## config.mk

```make
export PLATFORM = sky130hd
export DESIGN_NAME = haar_feature_sum
export DESIGN_NICKNAME = d
export VERILOG_FILES = /design/src/rtl/haar_feature_sum.sv
export SDC_FILE = /design/constraint.sdc
export NUM_CORES = 1
export LEC_CHECK = 0
export BUFFER_PORTS_ARGS = -buffer_cell sky130_fd_sc_hd__buf_2
export CAP_MARGIN = 30
export CORE_ASPECT_RATIO = 0.75
export CORE_UTILIZATION = 30
export CTS_BUF_LIST = sky130_fd_sc_hd__clkbuf_16
export CTS_CLUSTER_SIZE = 25
export DETAILED_ROUTE_END_ITERATION = 10
export MAX_ROUTING_LAYER = met4
export PLACE_DENSITY_LB_ADDON = 0.1
export SLEW_MARGIN = 40
export SYNTH_ARGS = -nofsm -noshare
export SYNTH_HDL_FRONTEND = slang
export SYNTH_SLANG_ARGS = --single-unit
```

## constraint.sdc

```tcl
create_clock -name clk -period 6.45 [get_ports clk]
set_input_delay 0 -clock clk [delete_from_list [all_inputs] [get_ports clk]]
set_output_delay 0 -clock clk [all_outputs]
set_load 0.03 [all_outputs]
```

## src/rtl/haar_feature_sum.sv

```systemverilog
// rtl/haar_feature_sum.sv - weighted multi-rectangle Haar feature accumulator
// Four integral-image corners per rectangle, one signed weight per rectangle, one scaled result per feature.
module haar_feature_sum #(
    parameter int W_DATA    = 18,
    parameter int W_WEIGHT  = 3,
    parameter int MAX_RECTS = 3,
    parameter int W_SCALE   = 12,
    parameter int W_DOUT    = W_DATA + 2 + W_WEIGHT + $clog2(MAX_RECTS + 1) + W_SCALE
) (
    input  logic                             clk,
    input  logic                             rst,
    input  logic                             din_valid,
    output logic                             din_ready,
    input  logic [W_DATA-1:0]                din_data,
    input  logic                             weight_valid,
    output logic                             weight_ready,
    input  logic [W_WEIGHT-1:0]              weight,
    input  logic                             weight_last,
    output logic                             dout_valid,
    input  logic                             dout_ready,
    output logic [W_DOUT-1:0]                dout_data,
    output logic [$clog2(MAX_RECTS+1)-1:0]   dout_nrects,
    output logic                             dout_err
);

    localparam int W_RS = W_DATA + 2;
    localparam int W_P  = W_RS + W_WEIGHT;
    localparam int W_NR = $clog2(MAX_RECTS + 1);
    localparam int W_FA = W_P + W_NR;
    localparam int W_RC = (MAX_RECTS > 1) ? $clog2(MAX_RECTS) : 1;

    typedef enum logic {
        ACC  = 1'b0,
        FULL = 1'b1
    } state_t;

    state_t                    state;
    state_t                    state_next;
    logic [1:0]                cc;
    logic [W_RC-1:0]           rc;
    logic signed [W_RS-1:0]    rs;
    logic signed [W_FA-1:0]    fa;

    logic                      din_fire;
    logic                      close_beat;
    logic                      last_rect;
    logic                      feature_end;
    logic signed [W_RS-1:0]    d_ext;
    logic signed [W_RS-1:0]    rs_step;
    logic signed [W_P-1:0]     p;
    logic signed [W_FA-1:0]    fa_next;
    logic signed [W_DOUT-1:0]  dout_shift;
    logic [W_NR-1:0]           nrects_next;

    // The weight gate keeps the closing corner from being taken without its weight.
    assign din_ready    = ((state == ACC) || dout_ready) && ((cc != 2'd3) || weight_valid);
    assign din_fire     = din_valid && din_ready;
    assign close_beat   = din_fire && (cc == 2'd3);
    assign weight_ready = close_beat;
    assign last_rect    = (rc == W_RC'(MAX_RECTS - 1));
    assign feature_end  = close_beat && (weight_last || last_rect);
    assign dout_valid   = (state == FULL);

    always_comb begin
        d_ext = signed'(W_RS'(din_data));
        unique case (cc)
            2'd0:    rs_step = d_ext;
            2'd1:    rs_step = rs - d_ext;
            2'd2:    rs_step = rs + d_ext;
            default: rs_step = rs - d_ext;
        endcase
        p           = W_P'(rs_step) * W_P'($signed(weight));
        fa_next     = ((rc == '0) ? W_FA'(0) : fa) + W_FA'(p);
        dout_shift  = W_DOUT'(fa_next) <<< W_SCALE;
        nrects_next = W_NR'(rc) + W_NR'(1);
    end

    always_comb begin
        state_next = state;
        unique case (state)
            ACC:  if (feature_end) state_next = FULL;
            FULL: if (dout_ready && !feature_end) state_next = ACC;
            default: state_next = ACC;
        endcase
    end

    always_ff @(posedge clk) begin
        if (rst) begin
            state       <= ACC;
            cc          <= 2'd0;
            rc          <= '0;
            rs          <= '0;
            fa          <= '0;
            dout_data   <= '0;
            dout_nrects <= '0;
            dout_err    <= 1'b0;
        end else begin
            state <= state_next;
            if (din_fire) begin
                rs <= rs_step;
                if (close_beat) begin
                    cc <= 2'd0;
                    if (feature_end) begin
                        rc          <= '0;
                        fa          <= '0;
                        dout_data   <= dout_shift;
                        dout_nrects <= nrects_next;
                        dout_err    <= !weight_last;
                    end else begin
                        rc <= rc + W_RC'(1);
                        fa <= fa_next;
                    end
                end else begin
                    cc <= cc + 2'd1;
                end
            end
        end
    end

endmodule

```

After elaboration in Yosys (flattened, before gate mapping)
Index checks and enable logic that the tools add are counted.
- add/sub/neg operators: 5
- multipliers: 1
- eq/ne operators: 4
- mux-type cells: 8
- bitwise operators: 1
- reductions and logical operators: 14
- operator list (cell ; number):
    25-bit 2-to-1 mux ; 2
    20-bit one-hot mux with 2 select lines ; 1
    25-bit by 23-bit adder with 25-bit output ; 1
    20-bit by 3-bit multiplier with 23-bit output ; 1
    20-bit by 19-bit adder with 20-bit output ; 1
    20-bit by 19-bit subtractor with 20-bit output ; 1
    2-bit equality test (second input constant) ; 3
    1-bit logical AND ; 5
    2-bit by 1-bit adder with 2-bit output (second input constant) ; 2
    2-bit logical NOT ; 2
    2-bit 2-to-1 mux ; 2
    1-bit logical OR ; 3
    3-bit AND reduction ; 1
    1-bit logical NOT ; 2
    1-bit 2-to-1 mux ; 2
    2-bit inequality test (second input constant) ; 1
    1-bit one-hot mux with 2 select lines ; 1
    2-bit AND reduction ; 1
    1-bit NOT ; 1
- bits in registers: 78
- input bits: 27
- output and inout bits: 43
- word-level logic and storage cells: 41

Logic depth before layout (Yosys ltp)
Gate-level depths: netlist of the first run.
- depth after elaboration: 10
- mapped depth: 29
- mapped depth without buffers: 28

Worst setup path before layout of the first run
OpenSTA, ideal clock, no wires.
- kind: flip-flop to flip-flop
- start point: reg cc[0]
- end point: reg dout_data[30]
- setup time: 62 ps
- arrival time: 6233 ps
- required time: 6388 ps
- slack: 155 ps
- stages on the path, launching flop included: 25
- buffers on the path: 2
- period minus slack after synthesis: 6295 ps
- cell sequence: dfxtp_1 > inv_1 > ha_1 > clkbuf_1 > clkbuf_1 > nor2_1 > xor2_1 > ha_1 > nand2_1 > nor4b_1 > o21ai_0 > nor3b_1 > o31ai_1 > and2_1 > fa_1 > fa_1 > ha_1 > ha_1 > and2_1 > nand3_1 > a311o_1 > and3_1 > o31a_1 > or4_1 > nand3_1
- word-level cells in the longest chain between the ends: 7
- elaborated cells between the ends (all ways): 13
- classes of those cells: add/sub (1); mul (1); eq/ne (3); mux (1); reduce/logical (7)
- ends and longest elaborated chain (element ; RTL line ; text):
    from (decl) ; 39 ; logic [1:0] cc;
    from (signal assigned) ; 114 ; cc <= cc + 2'd1;
    branches (longest 7 deep; another with 25-bit by 23-bit adder with 25-bit output) ; -- ;
    to (signal assigned) ; 106 ; dout_data <= dout_shift;
    to (decl) ; 21 ; output logic [W_DOUT-1:0] dout_data,
Several ways; the timed one is not identified.
A chain may end at the register's enable or synchronous reset.

Worst setup path after layout of the first run
Ends and elaborated chain as after synthesis.

==> run metrics, run 1 <==
PnR worst setup slack=around 0.26 ns; fin crit period=around 6.2 ns; hpwl dp=between 15000 and 20000 µm; Slew Limit Fails=0; Syn. warnings=0; Synth top cells by count=nand2_1 (112), nor2_1 (105), a21oi_1 (80); Avg Inst Size Synth=7.862 µm²; post-route ant nets=0; H-tree Lvls=3; f_max=roughly 160 MHz; Die Wd=184.9 µm; Reg clk slew, reported paths=roughly 0.070 ns; Levels on crit path=26; Pleak=between 0.004 and 0.005 µW; slowest cell on the critical path=fa_1; DRC errors left=0; top cell type's share of synthesized area=0.2076; worst skew pair latency=between 0.3 and 0.4 ns; CTS tree=done; Place WS=-0.1284 ns; worst-case reg-to-reg path depth=26; cell count after synthesis=around 960; Crit path arrival time=6.48 ns; Max FO, Critical Path=18; # diodes=0; pwr dens=255.0 nW/µm²; largest cells by area after synthesis=dfxtp_1 (21%), ha_1 (12%), fa_1 (12%), nand2_1 (5.6%), a21oi_1 (5.3%); Hold Vio Cnt, Final=0; row count=49; core area=between 20000 and 25000 µm²; vias=slightly below 7000; Critical Path End Type=flip-flop; worst slew pin tran=between 0.8 and 0.9 ns; TritonRoute pass-1 iters=5; initial antenna violation count=0; first-iteration detailed-routing DRC count=between 300 and 400; Req. time, crit path=between 6 and 7 ns; largest net degree at the start of global routing=66; r2r startpoint=cc[0]$_SDFFE_PP0P_; Total Routed Length=21910 µm; GRT Total Usage=0.1783; ys async rst share=0; Overall Power=between 2000 and 2500 µW; post-synth cell types=58; crit path from=cc[0]$_SDFFE_PP0P_; Worst Setup EP=dout_data[30]$_SDFFE_PP0P_; fin crit share=0.9593; Peak supply drop=138.5 µV; final RePlAce weighted congestion=between 0.8 and 0.9; FF-to-FF End=dout_data[30]$_SDFFE_PP0P_; Worst Skew=around 0.0097 ns; Final setup viols=0; Die H=139.1 µm; initial core utilization=0.3099; CP Class=flip-flop to flip-flop; CP bufs+invs=5; Inserted Clock Buffers=9; I/O pin count=70; Main synth FF type=dfxtp_1; vias per inst=4.937; Max clock buf depth=2; area delta synth->final=19.79%; GRT overflow=0; share of cells above drive strength 1=0.1796; CTS root buf=clkbuf_16; Yosys top cell by area=dfxtp_1; vias in the first global route=6555; max cap viols=0; setup slack, reg-to-reg=0.26 ns; clk sinks=78; count leader, synth=nand2_1; Hold Path Class=primary input to flip-flop; post-synthesis sequential area ratio=0.2076; family with the most delay on the worst path=adder cells; routed len/inst=about 16 µm; die area=approximately 26000 µm²; CP Launch Type=flip-flop; cell mode on critical path=ha_1; final layout net count=around 1200; status=completed; Mapped Area=~7500 µm²; global-route wire length before repair=34800 µm; port bufs=57; min-delay src=din_data[8]; Yosys reg bits=78; Relative slew margins=0.4656; crit-path max cell delay=0.52 ns; Post-synth EDFFs=0
==> state kept, by name, summed over array words and instances, names as in the netlist <==
register / count
rs: 20
fa: 25
dout_nrects: 2
dout_err: 1
rc: 2
cc: 2
dout_valid: 1
dout_data: 25
==> report_power, final <==
group          internal [µW]  switching (µW)  total (µW)
Clock                    266             241         507
Combinational            562             723        1290
Sequential               496            9.93         506
Total                   1320             974        2300
==> per-stage QoR <==
step	instances	util	TNS (ns)	cell area, µm²	hold slack, ns
after floorplan	968	-	0	7565	0.09661
after global placement	1369	0.3509	-1.607	8519	0.2492
after detailed placement	1369	0.3509	-0.4186	8519	0.2518
after CTS	1387	0.3638	0	8832	0.07640
after global routing	1389	0.3712	-0.06081	9012	0.1197
final	1389	0.3712	0	9012	0.09831
==> cells in the final DEF, fill, tap and decap left out, types with 9 or more instances in the layout <==
master	n
buf_2	57
nand3_1	30
o21ai_1	9
xor2_1	25
a21oi_1	71
clkbuf_16	9
and2_1	22
a22oi_1	13
a22o_1	11
xnor2_1	23
buf_4	67
nor2b_1	22
o21ai_0	26
ha_1	68
conb_1	12
dfxtp_1	77
a211oi_1	11
nor3_1	17
nor2_1	101
nand2_1	110
a21oi_2	9
inv_1	53
fa_1	44
nand2b_1	13
mux2i_1	9
a21o_1	13
and3_1	10
==> routing by layer <==
| metal | vias to the layer above | global-route usage | share of wire |
|---|---|---|---|
| met5 | - | - | 0 |
| met4 | 0 | 0.03262 | 0.0079 |
| li1 | 3481 | - | - |
| met3 | 14 | 0.02810 | 0.027 |
| met1 | 3274 | 0.2640 | 0.54 |
| met2 | 88 | 0.2529 | 0.42 |
==> worst register-to-register path, stage by stage, from the launching register on <==
cell and delay, ns:
dfxtp_2 0.33, inv_1 0.08, ha_1 0.19, buf_6 0.23, nor2_1 0.09, xor2_1 0.14, ha_1 0.24, a211o_1 0.31
nor4b_2 0.17, buf_4 0.15, o21ba_2 0.25, nor3_4 0.20, o31ai_4 0.11, and2_1 0.19, fa_1 0.48, inv_1 0.06
fa_1 0.52, inv_1 0.04, ha_1 0.28, ha_1 0.32, and3_1 0.19, nand3_1 0.10, a311o_1 0.39, and3_1 0.21
o31a_1 0.30, or4_1 0.46, nand3_1 0.09
==> logic make-up (layout without fill, tap and decap cells) <==
| kind of cell | count (synthesis) | count (layout) | share of synthesized area |
|---|---|---|---|
| buffers and inverters | 109 | 199 | 0.06037 |
| and+or+nand+nor | 367 | 367 | 0.2287 |
| adders and majority gates | 119 | 119 | 0.2418 |
| AOI/OAI and AO/OA | 221 | 221 | 0.1864 |
| xor gates and xnor gates | 49 | 49 | 0.05704 |
| muxes | 13 | 13 | 0.01763 |
| other | 1 | 12 | 0.0004984 |
| DFF | 78 | 78 | 0.2076 |
==> cell type report <==
class,count,area (µm²)
inverters,56,210.2
clock inverters,7,56.30
fillers,2635,15270
well taps,331,414.1
clock buffers,9,225.2
flip-flops and latches,78,1563
repair buffers,127,819.5
multi-input cells,781,5724
==> worst min-delay path by stage <==
stage,endpoint,cells past startpoint,slack [ns]
detailed placement,dout_err$_SDFFE_PP0P_,2,0.25
global placement,dout_err$_SDFFE_PP0P_,2,0.25
floorplan,dout_err$_SDFFE_PP0P_,1,0.1
global route,rs[8]$_SDFFE_PP0P_,4,0.12
CTS,rs[8]$_SDFFE_PP0P_,4,0.08
finish,rs[8]$_SDFFE_PP0P_,4,0.1
==> what timing repair did <==
action	in CTS	in global routing
hold buffers	2	0
gates resized for setup	2	52
hold endpoints to repair	2	0
buffers inserted	0	2
cloned	0	0
pin swaps	0	9
setup endpoints to repair	11	25
Note: power is estimated with default switching activity, not from simulation.
==> run 2, diff against run 1 <==
==> constraint.sdc (replaced) <==
create_clock -name clk -period 6.45 [get_ports clk]
set_input_delay 0.645 -clock clk [delete_from_list [all_inputs] [get_ports clk]]
set_output_delay 0.645 -clock clk [all_outputs]
set_load 0.03 [all_outputs]
==> run metrics, run 2 (synthesized netlist as in run 1, its figures left out) <==
status=completed; Critical Path End Type=flip-flop; Req. time, crit path=6.75 ns (about the same); footprint of the multi-input gates=6118 µm² (+6.9%); crit path from=din_data[5]; GRT Total Usage=0.1847 (+0.006488); Setup TNS Final=0 ns (unchanged); CTS root buf=clkbuf_16; switching portion of total power=0.3894 (-0.03444); Clk network pwr share=0.207 (-0.014); pwr dens=261.9 nW/µm² (+2.7%); Die Wd=184.9 µm (unchanged); CP bufs+invs=3 (-2); Hold Vio Cnt, Final=0 (unchanged); Reg area=1562 µm² (about the same); Final setup viols=0 (unchanged); post-layout util=0.4208 (+0.04963); slowest cell on the critical path=or4_4; Die H=139.1 µm (unchanged); Worst Skew=0.007244 ns (-0.002438 ns); Crit path arrival time=6.56 ns (+0.08 ns); GRT overflow=0 (unchanged); die area=25720 µm² (unchanged); worst skew pair latency=0.35 ns (about the same); initial core utilization=0.3099 (unchanged); core area=24280 µm² (unchanged); top flop regs=dout_data (25), fa (25), rs (20); Pleak=0.004615 µW (+14%); final RePlAce weighted congestion=0.8464 (-1.5%); RSZ-0062 raised after global routing=true; family with the most delay on the worst path=simple AND/OR/NAND/NOR gates; global-route wire length before repair=36510 µm (+4.9%); TritonRoute pass-1 iters=5 (unchanged); routed len/inst=15.04 µm (-4.6%); fin crit period=6.264 ns (+0.07588 ns); placed cell area=9284 µm² (+9.0%); r2r startpoint=cc[0]$_SDFFE_PP0P_; share of cells above drive strength 1=0.2906 (+0.1110); largest net degree at the start of global routing=43 (-35%); combinational power share=0.604 (+0.045); CP Class=primary input to flip-flop; initial antenna violation count=0 (unchanged); f_max=159.7 MHz (-1.2%); first-iteration detailed-routing DRC count=340 (-2.6%); Max FO, Critical Path=6 (-12); post-route ant nets=0 (unchanged); area delta synth->final=35.81%; most frequent cells in the layout=buf_4 (175), nand2_1 (109), nor2_1 (94); I/O pin count=70 (unchanged); NetSw=1042 µW (+7.0%); Reg clk slew, reported paths=0.06 ns (about the same); Peak supply drop=156.1 µV (+13%); worst slew pin tran=0.7811 ns (-0.02049 ns); Placed Cells=1470 (+7.4%); Slew Limit Fails=0 (unchanged); clk sinks=78 (unchanged); crit-path max cell delay=0.57 ns (+0.05 ns); CP Launch Type=primary input; max cap viols=0 (unchanged); min-delay src=dout_data[28]$_SDFFE_PP0P_; # diodes=0 (unchanged); most common cell after layout, fill and taps aside=buf_4; H-tree Lvls=3 (unchanged); DRC errors left=0 (unchanged); vias=7182 (+4.7%); vias in the first global route=7024 (+7.2%); CTS tree=done; Total Routed Length=22470 µm (+2.6%); number of non-filler instances in the completed layout=1494 (+7.6%); Hold Path Class=flip-flop to flip-flop; vias per inst=4.807 (-2.6%); fin crit share=0.9711 (+0.01177); sequential power share=0.189 (-0.031); row count=49 (unchanged); Max clock buf depth=2 (unchanged); Inserted Clock Buffers=9 (unchanged); final layout net count=1304 (+8.8%); Filler cells=2560 (-2.8%); P_int=1634 µW (+23%); Non-Filler Cell Area, Final=10220 µm² (+13%); hpwl dp=17840 µm (+3.8%); port bufs=57 (unchanged); Relative slew margins=0.4780 (+0.01240)
[run 2: changes by cell type in the layout (fill, tap and decap cells not counted), sizes merged]
cell	change
buf	+107
bufinv	+2
clkinv	+2
clkinvlp	-3
dlygate4sd3	-2
inv	-1
[run 2: final cells by class]
class | instances | area share
well taps | 331 | 0.04053
clock buffers | 9 | 0.02204
inverters | 56 | 0.02057
multi-input cells | 781 | 0.5988
clock inverters | 7 | 0.008695
repair buffers | 232 | 0.1565
flip-flops and latches | 78 | 0.1528
[run 2: final timing paths]
path / endpoint / slack (ns) / cells past startpoint
worst min-delay path: dout_data[28]$_SDFFE_PP0P_ / 0.45 / 2
worst max-delay path: dout_data[33]$_SDFFE_PP0P_ / 0.19 / 25
worst max register to register: dout_data[36]$_SDFFE_PP0P_ / 0.29 / 23
worst min register to register: dout_data[28]$_SDFFE_PP0P_ / 0.45 / 2
[run 2: per-stage QoR]
step	hold WS, ns	setup WS (ns)	total power [µW]
after global placement	0.4406	-0.4694	1926
after CTS	0.4519	0.008543	2502
after detailed placement	0.4441	-0.5152	1921
final	0.4509	0.1864	2676
after floorplan	0.4261	0.04914	1348
after global routing	0.4758	-0.03778	2911
[run 2: routing by layer]
layer  wire length [µm]  track usage
met1              12110       0.2720
met5                  0            -
met4                120      0.02610
met2               9788       0.2679
met3                451      0.02889
[run 2: power groups by stage]
stage / clock network (µW) / logic [µW] / registers (µW)
final: 553 / 1620 / 507
after CTS: 572 / 1420 / 507
after global placement: 0 / 1410 / 518
after floorplan: 0 / 833 / 515
after detailed placement: 0 / 1400 / 518
after global routing: 591 / 1810 / 509
[run 2: tightest hold or removal path: stages, from the launching register on]
cell,delay [ns]
dfxtp_1,0.30
nand2_1,0.05
a21oi_1,0.05
[run 2: what timing repair did]
action                                  in CTS  in global routing
resized for setup                           10                106
endpoints found under the setup margin      14                 24
buffers inserted                             0                  8
hold buffers                                 0                  0
pin swaps                                    0                 52
